===== src/rtl/interleave_block_input_vector_pkg.sv =====
// Shared types and helpers for the block-to-interleave reorder stage.
// Defaults describe the reference configuration; the top derives its own sizes.
package interleave_pkg;

  localparam int IIR_DEFAULT = 3;
  localparam int N_DEFAULT   = 10;
  localparam int DEPTH       = IIR_DEFAULT * N_DEFAULT;
  localparam int AW          = $clog2(2 * DEPTH);

  typedef enum logic {
    IDLE = 1'b0,
    READ = 1'b1
  } rd_state_t;

  // Linear word address inside the ping-pong RAM: bank, then channel, then sample.
  function automatic int addr_of(input int bank, input int ch, input int idx,
                                 input int n, input int depth);
    return bank * depth + ch * n + idx;
  endfunction

endpackage


===== src/rtl/interleave_block_input_vector_if.sv =====
// Sample bus of the interleaver: block-ordered input, interleaved output with channel tags.
interface interleave_block_input_vector_if #(
  parameter int BITS = 8,
  parameter int V    = 2,
  parameter int CHW  = 2
);
  logic            in_valid;
  logic [BITS-1:0] data_in [V];
  logic            out_valid;
  logic [BITS-1:0] data_out [V];
  logic [CHW-1:0]  out_ch;
  logic            out_first;

  modport master (
    output in_valid, data_in,
    input  out_valid, data_out, out_ch, out_first
  );

  modport slave (
    input  in_valid, data_in,
    output out_valid, data_out, out_ch, out_first
  );
endinterface


===== src/rtl/interleave_block_input_vector_ram.sv =====
// One-write one-read RAM with a registered read port that holds when re is low.
module simple_dual_port_ram #(
  parameter int WIDTH = 8,
  parameter int DEPTH = 60,
  parameter int AW    = 6
) (
  input  logic             clk,
  input  logic             rst_n,
  input  logic             we,
  input  logic [AW-1:0]    waddr,
  input  logic [WIDTH-1:0] wdata,
  input  logic             re,
  input  logic [AW-1:0]    raddr,
  output logic [WIDTH-1:0] rdata
);
  logic [WIDTH-1:0] mem [DEPTH];
  logic [WIDTH-1:0] rdata_reg;

  always_ff @(posedge clk) begin
    if (we) begin
      mem[waddr] <= wdata;
    end
  end

  always_ff @(posedge clk or negedge rst_n) begin
    if (!rst_n) begin
      rdata_reg <= '0;
    end else if (re) begin
      rdata_reg <= mem[raddr];
    end
  end

  assign rdata = rdata_reg;
endmodule


===== src/rtl/interleave_block_input_vector.sv =====
// Reorders block-ordered samples (N per channel) into a channel-interleaved stream
// through a per-lane ping-pong RAM; counters, full flags and reader FSM are shared.
module interleave_block_input_vector
  import interleave_pkg::*;
#(
  parameter int BITS = 8,
  parameter int IIR  = 3,
  parameter int N    = 10,
  parameter int V    = 2
) (
  input logic clk,
  input logic rst_n,
  interleave_block_input_vector_if.slave bus
);
  localparam int BANK_DEPTH = IIR * N;
  localparam int ADDR_W     = (2 * BANK_DEPTH > 1) ? $clog2(2 * BANK_DEPTH) : 1;
  localparam int CH_W       = (IIR > 1) ? $clog2(IIR) : 1;
  localparam int IDX_W      = (N > 1) ? $clog2(N) : 1;

  localparam logic [0:0] S_IDLE = IDLE;
  localparam logic [0:0] S_READ = READ;

  logic [IDX_W-1:0]  w_idx_reg;
  logic [CH_W-1:0]   w_ch_reg;
  logic              wb_reg;
  logic [1:0]        full_reg;
  logic [1:0]        full_next;
  logic [0:0]        state_reg;
  logic              rb_reg;
  logic [CH_W-1:0]   r_ch_reg;
  logic [IDX_W-1:0]  r_idx_reg;
  logic              out_valid_reg;
  logic              out_first_reg;
  logic [CH_W-1:0]   out_ch_reg;

  logic              w_idx_last, w_ch_last, r_idx_last, r_ch_last;
  logic              set_full, clr_full, rd_en;
  logic [ADDR_W-1:0] waddr, raddr;

  assign w_idx_last = (w_idx_reg == IDX_W'(N - 1));
  assign w_ch_last  = (w_ch_reg == CH_W'(IIR - 1));
  assign r_idx_last = (r_idx_reg == IDX_W'(N - 1));
  assign r_ch_last  = (r_ch_reg == CH_W'(IIR - 1));

  assign rd_en    = (state_reg == S_READ);
  assign set_full = bus.in_valid && w_idx_last && w_ch_last;
  assign clr_full = rd_en && r_idx_last && r_ch_last;

  assign waddr = ADDR_W'(addr_of(int'(wb_reg), int'(w_ch_reg), int'(w_idx_reg), N, BANK_DEPTH));
  assign raddr = ADDR_W'(addr_of(int'(rb_reg), int'(r_ch_reg), int'(r_idx_reg), N, BANK_DEPTH));

  // Write side: sample index runs fastest, channel next, bank flips per block.
  always_ff @(posedge clk or negedge rst_n) begin
    if (!rst_n) begin
      w_idx_reg <= '0;
      w_ch_reg  <= '0;
      wb_reg    <= 1'b0;
    end else if (bus.in_valid) begin
      if (w_idx_last) begin
        w_idx_reg <= '0;
        if (w_ch_last) begin
          w_ch_reg <= '0;
          wb_reg   <= ~wb_reg;
        end else begin
          w_ch_reg <= w_ch_reg + 1'b1;
        end
      end else begin
        w_idx_reg <= w_idx_reg + 1'b1;
      end
    end
  end

  // Writer and reader always sit on different banks, so set and clear never collide.
  always_comb begin
    full_next = full_reg;
    if (set_full) full_next[wb_reg] = 1'b1;
    if (clr_full) full_next[rb_reg] = 1'b0;
  end

  always_ff @(posedge clk or negedge rst_n) begin
    if (!rst_n) begin
      full_reg <= 2'b00;
    end else begin
      full_reg <= full_next;
    end
  end

  // Reader: channel runs fastest; chains directly into the other bank if it is ready.
  always_ff @(posedge clk or negedge rst_n) begin
    if (!rst_n) begin
      state_reg <= S_IDLE;
      rb_reg    <= 1'b0;
      r_ch_reg  <= '0;
      r_idx_reg <= '0;
    end else begin
      case (state_reg)
        S_IDLE: begin
          if (|full_reg) state_reg <= S_READ;
        end
        S_READ: begin
          if (r_ch_last) begin
            r_ch_reg <= '0;
            if (r_idx_last) begin
              r_idx_reg <= '0;
              rb_reg    <= ~rb_reg;
              state_reg <= full_reg[~rb_reg] ? S_READ : S_IDLE;
            end else begin
              r_idx_reg <= r_idx_reg + 1'b1;
            end
          end else begin
            r_ch_reg <= r_ch_reg + 1'b1;
          end
        end
        default: state_reg <= S_IDLE;
      endcase
    end
  end

  // Sideband delayed one stage to line up with the registered RAM read.
  always_ff @(posedge clk or negedge rst_n) begin
    if (!rst_n) begin
      out_valid_reg <= 1'b0;
      out_first_reg <= 1'b0;
      out_ch_reg    <= '0;
    end else begin
      out_valid_reg <= rd_en;
      out_first_reg <= rd_en && (r_ch_reg == '0) && (r_idx_reg == '0);
      if (rd_en) out_ch_reg <= r_ch_reg;
    end
  end

  assign bus.out_valid = out_valid_reg;
  assign bus.out_first = out_first_reg;
  assign bus.out_ch    = out_ch_reg;

  for (genvar gi = 0; gi < V; gi++) begin : g_lane
    simple_dual_port_ram #(
      .WIDTH (BITS),
      .DEPTH (2 * BANK_DEPTH),
      .AW    (ADDR_W)
    ) u_ram (
      .clk   (clk),
      .rst_n (rst_n),
      .we    (bus.in_valid),
      .waddr (waddr),
      .wdata (bus.data_in[gi]),
      .re    (rd_en),
      .raddr (raddr),
      .rdata (bus.data_out[gi])
    );
  end

  no_overwrite_of_full_bank : assert property (@(posedge clk) disable iff (!rst_n)
    !(bus.in_valid && (w_idx_reg == '0) && (w_ch_reg == '0) && full_reg[wb_reg]));

endmodule


===== src/flat_wrapper.sv =====
// flat-port wrapper written by rule: the top's interface ports become plain ports
module interleave_block_input_vector_flat import interleave_pkg::*;
#(
  parameter int BITS = 8,
  parameter int IIR  = 3,
  parameter int N    = 10,
  parameter int V    = 2
)
  (clk, rst_n, bus_in_valid, bus_data_in, bus_out_valid, bus_data_out, bus_out_ch, bus_out_first);
  interleave_block_input_vector_if #(.BITS(BITS), .V(V), .CHW(2)) bus_i ();
  input logic clk;
  input logic rst_n;
  input wire logic [$bits(bus_i.in_valid)-1:0] bus_in_valid;
  input wire logic [$bits(bus_i.data_in)-1:0] bus_data_in;
  output wire logic [$bits(bus_i.out_valid)-1:0] bus_out_valid;
  output wire logic [$bits(bus_i.data_out)-1:0] bus_data_out;
  output wire logic [$bits(bus_i.out_ch)-1:0] bus_out_ch;
  output wire logic [$bits(bus_i.out_first)-1:0] bus_out_first;
  assign bus_i.in_valid = bus_in_valid;
  assign bus_i.data_in = {>>{bus_data_in}};
  assign bus_out_valid = bus_i.out_valid;
  assign bus_data_out = {>>{bus_i.data_out}};
  assign bus_out_ch = bus_i.out_ch;
  assign bus_out_first = bus_i.out_first;
  interleave_block_input_vector #(.BITS(BITS), .IIR(IIR), .N(N), .V(V)) u_core (.clk(clk), .rst_n(rst_n), .bus(bus_i));
endmodule

===== config.mk =====
export PLATFORM = sky130hd
export DESIGN_NAME = interleave_block_input_vector_flat
export DESIGN_NICKNAME = d
export VERILOG_FILES = /design/src/rtl/interleave_block_input_vector_pkg.sv /design/src/rtl/interleave_block_input_vector_if.sv /design/src/rtl/interleave_block_input_vector_ram.sv /design/src/rtl/interleave_block_input_vector.sv /design/src/flat_wrapper.sv
export SDC_FILE = /design/constraint.sdc
export NUM_CORES = 1
export LEC_CHECK = 0
export ABC_AREA = 0
export ABC_CLOCK_PERIOD_IN_PS = 3700
export CAP_MARGIN = 20
export CORE_ASPECT_RATIO = 0.9
export CORE_MARGIN = 2
export CORE_UTILIZATION = 35
export CTS_CLUSTER_DIAMETER = 80
export CTS_CLUSTER_SIZE = 8
export DETAILED_ROUTE_END_ITERATION = 12
export GPL_ROUTABILITY_DRIVEN = 0
export PLACE_DENSITY_LB_ADDON = 0.15
export SLEW_MARGIN = 5
export SYNTH_ARGS = -nofsm -noshare
export SYNTH_HDL_FRONTEND = slang
export SYNTH_SLANG_ARGS = --single-unit

===== constraint.sdc =====
create_clock -name clk -period 3.7 [get_ports clk]
set_clock_uncertainty 0.05 [all_clocks]
set_input_delay 1.11 -clock clk [delete_from_list [all_inputs] [get_ports clk]]
set_output_delay 1.11 -clock clk [all_outputs]
set_load 0.005 [all_outputs]

==> impl_metrics.csv, run 1 <==
group,metric,value,unit
status,status,"complete, no violations",
synth,synth_compound_gate_area_share,0.0236,
clocking,cts_root_buf,"clkbuf_16",
grt,grt_usage,0.186,
routing,drcViolationCount,0,
timing,final.setup.worst_slack,167,ps
place,dpl.hpwl,65300,um
synth,synth-simple-area-share,0.0235,
timing,slew_violations,0,
clocking,ctsHtreeMaxLevel,4,
place,dp.cells,3337,
synth,synth-seq-cells,997,
clocking,clk_pin_slew,50,ps
synth,async_flop_share,0.0371,
clocking,clock_sinks,997,
floorplan,initial_core_util,0.354,
routing,routedWlPerCell,29.4,um
critical_path,crit_path_max_fanout,26,
floorplan,rows,115,
place,post-place-ws,160,ps
synth,ys_seq_area_frac,0.768,
flow_run,cap_violations,0,
clocking,cts_made_buffers,142,
power,swShare,0.329,
layout,largest_register_ffs,960,
place,dpl_cell_area,0.0421,sq mm
clocking,insertion_delay,730,ps
layout,fin_cells,3531,
layout,fin_area,0.0461,sq mm
power,p_sw,12.9,mW
layout,drive_gt1_frac,0.317,
routing,via_per_inst,5.37,
timing,timing.fmax,283,MHz
critical_path,cp_common_cell,"mux4_2",
power,p_leak,14.7,nW
floorplan,io_pins,39,
synth,synthXorXnorAreaFrac,0.00297,
synth,synth_mux_area_frac,0.161,
synth,synth_nets,1784,
layout,post-route-util,0.421,
layout,num-nets-final,2054,
routing,detail_route.iter0.violations,2156,
clocking,holdBufCountCts,0,
routing,routed_wl,104000,um
place,io_buffers,38,
critical_path,crit_type,"flip-flop to flip-flop",
grt,grt_start_max_net_pins,61,
floorplan,die-area,0.113,sq mm
synth,synth_top_family_by_area,"multiplexers",
critical_path,critPathMaxStageDelay,550,ps
hold_path,hold_path.class,"flip-flop to flip-flop",
timing,setup_viol,0,
grt,antenna_found_initial,6,
power,p_comb_frac,0.337,
timing,timing.final.crit_share,0.955,
critical_path,cp.required,4240,ps
critical_path,path_cells,"fa_4 > ha_4 > buf_12 > buf_4 > mux4_2 > mux4_2 > o21ai_1 > a211oi_1",
synth,synthCells,1749,
power,p_per_area,852,mW/mm^2
timing,worst_hold_slack,453,ps
timing,rsz0062_at_grt,"no",
synth,syn_area,0.0387,sq mm
clocking,cts_tree,"built",
grt,grt_pass1_wl,148000,um
timing,final.setup.tns,0,ps
floorplan,fp.dieW,355,um
floorplan,die_h,320,um
power,p_total,39.3,mW
grt,grt_overflow,0,
critical_path,endpoint_kind,"flip-flop",
timing,hold_viol_final,0,
critical_path,slowest_stage,"fa_4",
layout,area_growth,19.1,%
grt,grt_pass1_vias,19326,
power,clock_power_share,0.299,
critical_path,arrival,4070,ps
power,ir_worst_vdd,513,uV
floorplan,fp.coreArea,0.109,sq mm
synth,yosys_warnings,0,
synth,synthAdderAreaFrac,0.00672,
routing,final_antenna_net_count,0,
critical_path,start_kind,"flip-flop",
clocking,ctsLongestPathBuffers,3,
synth,synth_area_per_cell,22.1,sq um
power,internal-power,26.4,mW
synth,synth_edf_count,960,
synth,synth_top_flop_cell,"edfxtp_1",
timing,max_slew_margin,0.311,
power,seqPwrFrac,0.364,
timing,timing_worst_slew_pin_value,1030,ps
synth,yosys.cell_types.count,50,
routing,firstDrtPassIters,7,
timing,min_period,3530,ps
routing,dr_total_vias,18956,
==> cells in the final DEF, fill, tap and decap left out, types with 7 or more instances in the layout <==
cell type / count
nor2_2: 20
buf_4: 137
nand3_1: 12
o211ai_1: 14
a211oi_1: 16
o22ai_1: 32
nor2b_1: 16
a22oi_1: 24
nand2_1: 50
clkdlybuf4s50_1: 21
mux4_2: 249
mux2i_1: 28
nor2_1: 74
ha_1: 7
clkbuf_1: 34
dfrtp_1: 35
mux2_2: 23
o21ai_1: 12
edfxtp_1: 960
buf_2: 17
nor3_1: 7
clkbuf_16: 148
buf_12: 36
==> critical path, delay by kind of cell, from the launching register on <==
kind                     cells  cell delay [ps]
adder cells (fa/ha/maj)      2              870
flip-flops                   1              460
multiplexers                 2              900
AO/OA/AOI/OAI                2              540
buffers and inverters        2              540
==> worst paths after layout <==
path | from | end | slack (ps) | cells past startpoint
max | u_core.r_idx_reg[1] | u_core.g_lane[1].u_ram.rdata[6] | 170 | 8
min | u_core.full_reg[0] | u_core.full_reg[0] | 450 | 1
max reg2reg | u_core.r_idx_reg[1] | u_core.g_lane[1].u_ram.rdata[6] | 170 | 8
min reg2reg | u_core.full_reg[0] | u_core.full_reg[0] | 450 | 1
max in group asynchronous | rst_n | u_core.r_idx_reg[0] | 2430 | 1
min in group asynchronous | rst_n | u_core.bus.out_valid | 470 | 1
==> area by class of cell <==
class | instances | area (sq um)
Antenna cell | 2 | 5.00
Clock buffer | 182 | 3830
Clock inverter | 10 | 150
Fill cell | 9408 | 63400
Inverter | 2 | 7.51
Multi-Input combinational cell | 665 | 8510
Sequential cell | 997 | 29800
Tap cell | 1462 | 1830
Timing Repair Buffer | 211 | 2040
==> cell usage after synthesis, types with 21 or more instances <==
cell type    n  share of area
mux2i_1     28         0.0072
nand2_1     50         0.0048
mux4_2     249           0.14
a22oi_1     24         0.0047
o22ai_1     32         0.0052
edfxtp_1   960           0.74
dfrtp_1     37          0.024
nor2_1      94         0.0091
clkbuf_1    31         0.0030
mux2_2      23         0.0067
buf_2       21         0.0027
==> routing by layer <==
layer	GRT usage	wire, um	up-vias
met2	0.278	47600	635
li1	-	-	7876
met5	0	16	-
met4	0.0433	1530	2
met3	0.0345	5800	107
met1	0.280	48900	10336
==> repair_timing <==
item / 4_1_cts / 5_1_grt
setup endpoints to repair: 0 / 9
buffers inserted: 0 / 0
gates resized for setup: 0 / 1
==> cells by family after synthesis <==
logic type / after synthesis
buf+inv: 87
flops: 997
fa+ha+maj: 16
xor+xnor: 11
mux: 303
simple gates: 204
compound gates: 131
==> power by group through the flow <==
| stage | clock network [mW] | logic (mW) | registers, mW |
|---|---|---|---|
| after global routing | 12.5 | 14.0 | 14.4 |
| after CTS | 12.0 | 13.5 | 14.3 |
| after global placement | 0 | 13.4 | 14.5 |
| final | 11.8 | 13.3 | 14.3 |
| after floorplan | 0 | 7.76 | 14.3 |
| after detailed placement | 0 | 13.4 | 14.5 |
No activity file was read; power rests on OpenSTA's default activity.
==> run 2, diff against run 1 <==
--- a/config.mk
+++ b/config.mk
@@ -14,6 +14,7 @@
 export CTS_CLUSTER_DIAMETER = 80
 export CTS_CLUSTER_SIZE = 8
 export DETAILED_ROUTE_END_ITERATION = 12
+export DONT_BUFFER_PORTS = 1
 export GPL_ROUTABILITY_DRIVEN = 0
 export PLACE_DENSITY_LB_ADDON = 0.15
 export SLEW_MARGIN = 5
==> run 2 against run 1 <==
Net effect:
- final area decreased by 1.6%
- highest routed layer is now met4
- sequential power about the same
- via count decreased by 2.7%
- routed wire length decreased by 3.9%
- count of clock-buffer cells in the layout unchanged
- power decreased by 1.9%
- register-to-register slack got worse by 40 ps
- critical path depth decreased by 1
- maximum frequency decreased by 1.1%
- sequential share of layout area increased by 1.1 points
- worst setup slack got worse by 38 ps
==> impl_metrics.csv, run 2 (synthesized netlist as in run 1, its figures left out) <==
group,metric,value,unit
routing,dr_total_vias,18449,
critical_path,start_kind,"flip-flop",
clocking,clk_pin_slew,50,ps
critical_path,crit_type,"flip-flop to flip-flop",
clocking,clock_sinks,997,
critical_path,cp.required,4250,ps
critical_path,crit_start,"u_core.rb_reg",
critical_path,cp.buffers_inverters,1,
routing,final_antenna_net_count,0,
critical_path,path_cells,"fa_1 > ha_4 > buf_12 > mux4_2 > mux4_2 > o21ai_1 > a211oi_1",
layout,n_fill_cell,9445,
critical_path,worstSetupEndpoint,"u_core.g_lane[0].u_ram.rdata[3]",
critical_path,critPathMaxStageDelay,560,ps
status,status,"complete, no violations",
clocking,ctsLongestPathBuffers,3,
clocking,cts_root_buf,"clkbuf_16",
place,post-place-ws,93.8,ps
routing,firstDrtPassIters,5,
floorplan,die-area,0.113,sq mm
hold_path,hold_path.class,"input pin to asynchronous set/reset pin",
layout,seq_area,0.0298,sq mm
routing,detail_route.iter0.violations,1888,
floorplan,fp.coreArea,0.109,sq mm
floorplan,fp.dieW,355,um
critical_path,cp_common_cell,"mux4_2",
timing,timing_worst_slew_pin_value,1100,ps
timing,min_period,3570,ps
critical_path,arrival,4120,ps
grt,grt_pass1_vias,18816,
layout,num-nets-final,1973,
critical_path,reg2reg_depth,7,
clocking,cts_tree,"built",
routing,routedWlPerCell,28.9,um
critical_path,r2r-end,"u_core.g_lane[0].u_ram.rdata[3]",
power,ir_worst_vdd,438,uV
critical_path,critical_path.top_delay_family,"adder cells",
clocking,insertion_delay,740,ps
timing,final.setup.tns,0,ps
layout,multi_input_area,0.00851,sq mm
layout,drive_gt1_frac,0.299,
layout,fin_cells,3453,
flow_run,cap_violations,0,
timing,final.setup.worst_slack,129,ps
timing,hold_viol_final,0,
routing,highest_layer,"met4",
routing,met1Wirelength,45600,um
floorplan,initial_core_util,0.354,
grt,antenna_found_initial,3,
grt,grt_start_max_net_pins,61,
place,io_buffers,0,
routing,drcViolationCount,0,
critical_path,r2r_slack,130,ps
critical_path,r2r_start,"u_core.rb_reg",
timing,setup_viol,0,
layout,final_common_cell,"edfxtp_1",
clocking,cts_made_buffers,142,
critical_path,slowest_stage,"ha_4",
place,dp.cells,3254,
grt,grt_usage,0.179,
layout,post-route-util,0.414,
grt,grt_overflow,0,
layout,largest_register_ffs,960,
grt,grt_pass1_wl,143000,um
routing,route.met2.wl,45300,um
layout,mostFrequentLayoutCells,"edfxtp_1, mux4_2, clkbuf_16",
floorplan,die_h,320,um
timing,timing.final.crit_share,0.965,
timing,worst_hold_slack,143,ps
timing,max_slew_margin,0.265,
floorplan,io_pins,39,
layout,area_growth,17.2,%
critical_path,endpoint_kind,"flip-flop",
routing,via_per_inst,5.34,
timing,timing.fmax,280,MHz
critical_path,crit_path_max_fanout,14,
critical_path,critical_path_depth,7,
routing,routed_wl,99800,um
routing,wl_met3,7060,um
place,dpl.hpwl,59900,um
clocking,ctsHtreeMaxLevel,4,
power,p_per_area,850,mW/mm^2
power,p_leak,14.3,nW
timing,rsz0062_at_grt,"no",
floorplan,rows,115,
timing,slew_violations,0,
## run 2: changes by cell type in the layout (fill, tap and decap cells not counted), moves of 2 or more
cell and delta:
buf_12 -9, buf_2 -17, buf_4 -34, clkbuf_1 +2
clkbuf_16 -2, clkdlybuf4s50_1 -21, clkinv_8 +4, diode_2 +2
inv_16 -2
## run 2: stage by stage
stage | power, mW | instance area (sq um)
floorplan | 22.0 | 38700
global placement | 27.2 | 41400
detailed placement | 27.2 | 41400
CTS | 39.0 | 45400
global route | 40.2 | 45400
finish | 38.6 | 45400
## run 2: what timing repair did
item                                    CTS  global route
hold endpoints to repair                 37             0
buffers inserted                          0             0
gates resized for setup                   0             2
endpoints found under the setup margin    0            33
hold buffers                              1             0
## run 2: how the worst min path moves through the flow
stage,start,endpoint,slack [ps],cells past startpoint
2_1_floorplan,u_core.rd_en,u_core.bus.out_valid,340,0
5_1_grt,rst_n,u_core.bus.out_first,130,1
6_report,rst_n,u_core.bus.out_first,140,1
4_1_cts,rst_n,u_core.bus.out_first,110,1
3_5_place_dp,u_core.full_reg[0],u_core.rd_en,430,1
3_3_place_gp,u_core.full_reg[0],u_core.rd_en,430,1
## run 2: routing by layer
layer | up-vias | GRT usage
li1 | 7720 | -
met1 | 10055 | 0.262
met2 | 547 | 0.265
met4 | 0 | 0.0476
met3 | 127 | 0.0477
met5 | - | 0
## run 2: final cells by class
cell class                 count  area share
clock inverter                11     0.00367
clock buffer                 182      0.0835
antenna                        4    0.000221
sequential                   997       0.656
tap                         1462      0.0403
timing repair buffer         130      0.0289
multi-input combinational    665       0.188
inverter                       2    0.000165
## run 2: power by group
group          total [mW]  switching [mW]  internal [mW]
Clock                11.7            4.61           7.08
Combinational        12.5            7.29           5.19
Sequential           14.4           0.609           13.8
==> run 3, diff against run 2 <==
--- a/config.mk
+++ b/config.mk
@@ -12,11 +12,12 @@
 export CORE_MARGIN = 2
 export CORE_UTILIZATION = 35
 export CTS_CLUSTER_DIAMETER = 80
-export CTS_CLUSTER_SIZE = 8
+export CTS_CLUSTER_SIZE = 24
 export DETAILED_ROUTE_END_ITERATION = 12
 export DONT_BUFFER_PORTS = 1
 export GPL_ROUTABILITY_DRIVEN = 0
 export PLACE_DENSITY_LB_ADDON = 0.15
+export REMOVE_ABC_BUFFERS = 1
 export SLEW_MARGIN = 5
 export SYNTH_ARGS = -nofsm -noshare
 export SYNTH_HDL_FRONTEND = slang
==> run 3 against run 2 <==
Net effect:
- worst setup slack better by 47 ps
- count of clock-buffer cells in the layout decreased by 109
- power down 13%
- final area shrank 4.7%
- maximum frequency increased by 1.3%
==> impl_metrics.csv, run 3 (synthesized netlist as in run 1, its figures left out) <==
group,metric,value,unit
floorplan,fp.coreArea,0.109,sq mm
clocking,clk_pin_slew,100,ps
flow_run,cap_violations,0,
timing,max_slew_margin,0.261,
grt,top_usage_layer,"met1",
critical_path,cp.buffers_inverters,1,
critical_path,crit_start,"u_core.rb_reg",
critical_path,r2r_start,"u_core.rb_reg",
layout,drive_gt1_frac,0.271,
critical_path,slowest_stage,"mux4_2",
floorplan,initial_core_util,0.354,
critical_path,path_cells,"fa_1 > ha_4 > fa_2 > xor2_4 > buf_12 > mux4_2 > o21ai_1 > a211oi_1",
critical_path,reg2reg_depth,8,
clocking,ctsHtreeMaxLevel,2,
layout,multi_input_area,0.00852,sq mm
routing,routedWlPerCell,30.1,um
layout,largest_register_ffs,960,
layout,post-route-util,0.395,
routing,detail_route.iter0.violations,2125,
floorplan,fp.dieW,355,um
floorplan,rows,115,
critical_path,start_kind,"flip-flop",
routing,via_per_inst,5.38,
power,p_leak,13.2,nW
critical_path,worstSetupEndpoint,"u_core.g_lane[1].u_ram.rdata[0]",
routing,dr_total_vias,18049,
clocking,cts-resized-gates,0,
layout,area_growth,11.7,%
timing,min_period,3520,ps
routing,drcViolationCount,0,
power,p_sw,11.8,mW
layout,n_fill_cell,9665,
place,io_buffers,0,
critical_path,endpoint_kind,"flip-flop",
critical_path,critPathMaxStageDelay,580,ps
critical_path,critical_path.top_delay_family,"adder cells",
grt,grt_start_max_net_pins,61,
clocking,cts_root_buf,"clkbuf_16",
grt,grt_overflow,0,
grt,antenna_found_initial,8,
grt,grt_usage,0.178,
critical_path,r2r-end,"u_core.g_lane[1].u_ram.rdata[0]",
power,internal-power,21.8,mW
layout,num-nets-final,1891,
routing,routed_wl,101000,um
power,p_total,33.6,mW
power,p_per_area,777,mW/mm^2
clocking,holdBufCountCts,0,
place,dpl.hpwl,61800,um
timing,timing_worst_slew_pin_value,1100,ps
power,ir_worst_vdd,396,uV
critical_path,critical_path_depth,8,
grt,grt_pass1_wl,142000,um
clocking,post_cts.repair.setup_buffers,0,
clocking,clock_sinks,997,
clocking,insertion_delay,660,ps
timing,slew_violations,0,
critical_path,crit_path_max_fanout,17,
floorplan,die-area,0.113,sq mm
timing,setup_viol,0,
grt,grt_pass1_vias,17856,
grt,grtUsageMet2,0.247,
power,clock_power_share,0.182,
routing,firstDrtPassIters,5,
critical_path,cp.required,4180,ps
clocking,ctsLongestPathBuffers,3,
clocking,cts_made_buffers,49,
status,status,"complete, no violations",
timing,timing.final.crit_share,0.953,
critical_path,r2r_slack,180,ps
timing,worst_hold_slack,84.6,ps
layout,mostFrequentLayoutCells,"edfxtp_1, mux4_2, buf_4",
floorplan,die_h,320,um
power,seqPwrFrac,0.428,
timing,rsz0062_at_grt,"no",
timing,timing.fmax,284,MHz
floorplan,io_pins,39,
routing,final_antenna_net_count,0,
clocking,cts_tree,"built",
power,swShare,0.352,
grt,grt_use_met1,0.281,
critical_path,crit_type,"flip-flop to flip-flop",
layout,seq_area,0.0298,sq mm
hold_path,hold_path.class,"input pin to asynchronous set/reset pin",
timing,hold_viol_final,0,
power,p_comb_frac,0.390,
layout,final_common_cell,"edfxtp_1",
critical_path,arrival,4000,ps
grt,met3_usage,0.0371,
run 3: cell types whose count changed in the layout (fill, tap and decap cells not counted), moves of 5 or more:
cell / before / now
nor2_1: 75 / 70
clkbuf_1: 36 / 24
buf_4: 103 / 90
nor2_2: 19 / 24
clkbuf_16: 146 / 49
buf_12: 27 / 51
run 3: how the worst min path moves through the flow:
stage	endpoint	start	cells after the start
floorplan	u_core.rd_en	u_core.full_reg[0]	1
global placement	u_core.full_reg[0]	u_core.full_reg[0]	1
detailed placement	u_core.full_reg[0]	u_core.full_reg[0]	1
CTS	u_core.bus.out_valid	rst_n	0
global route	u_core.bus.out_valid	rst_n	0
finish	u_core.bus.out_valid	rst_n	0
run 3: routing by layer:
metal	up-vias	share of wire
met2	541	0.42
li1	7515	-
met3	116	0.072
met5	-	0.00012
met4	2	0.029
met1	9875	0.48
run 3: through the flow:
step                cells  instance area [sq um]  setup TNS, ps  setup slack [ps]
floorplan            1664                  38200        -173630             -7220
global placement     3267                  41800              0               253
detailed placement   3267                  41800              0               177
CTS                  3351                  43200              0               182
global route         3351                  43200              0              3.38
finish               3355                  43300              0               175
run 3: final cells by class:
type                       instances  area share
sequential                       997       0.688
multi-input combinational        665       0.197
tap                             1462      0.0423
timing repair buffer             141      0.0392
clock buffer                      73      0.0304
clock inverter                    11     0.00272
antenna                            4    0.000231
inverter                           2    0.000174
run 3: power groups by stage:
stage / logic, mW / clock network [mW] / registers (mW)
floorplan: 6.77 / 0 / 14.6
global placement: 13.3 / 0 / 14.6
detailed placement: 13.3 / 0 / 14.6
CTS: 13.3 / 6.30 / 14.4
global route: 13.9 / 6.64 / 14.5
finish: 13.1 / 6.11 / 14.4
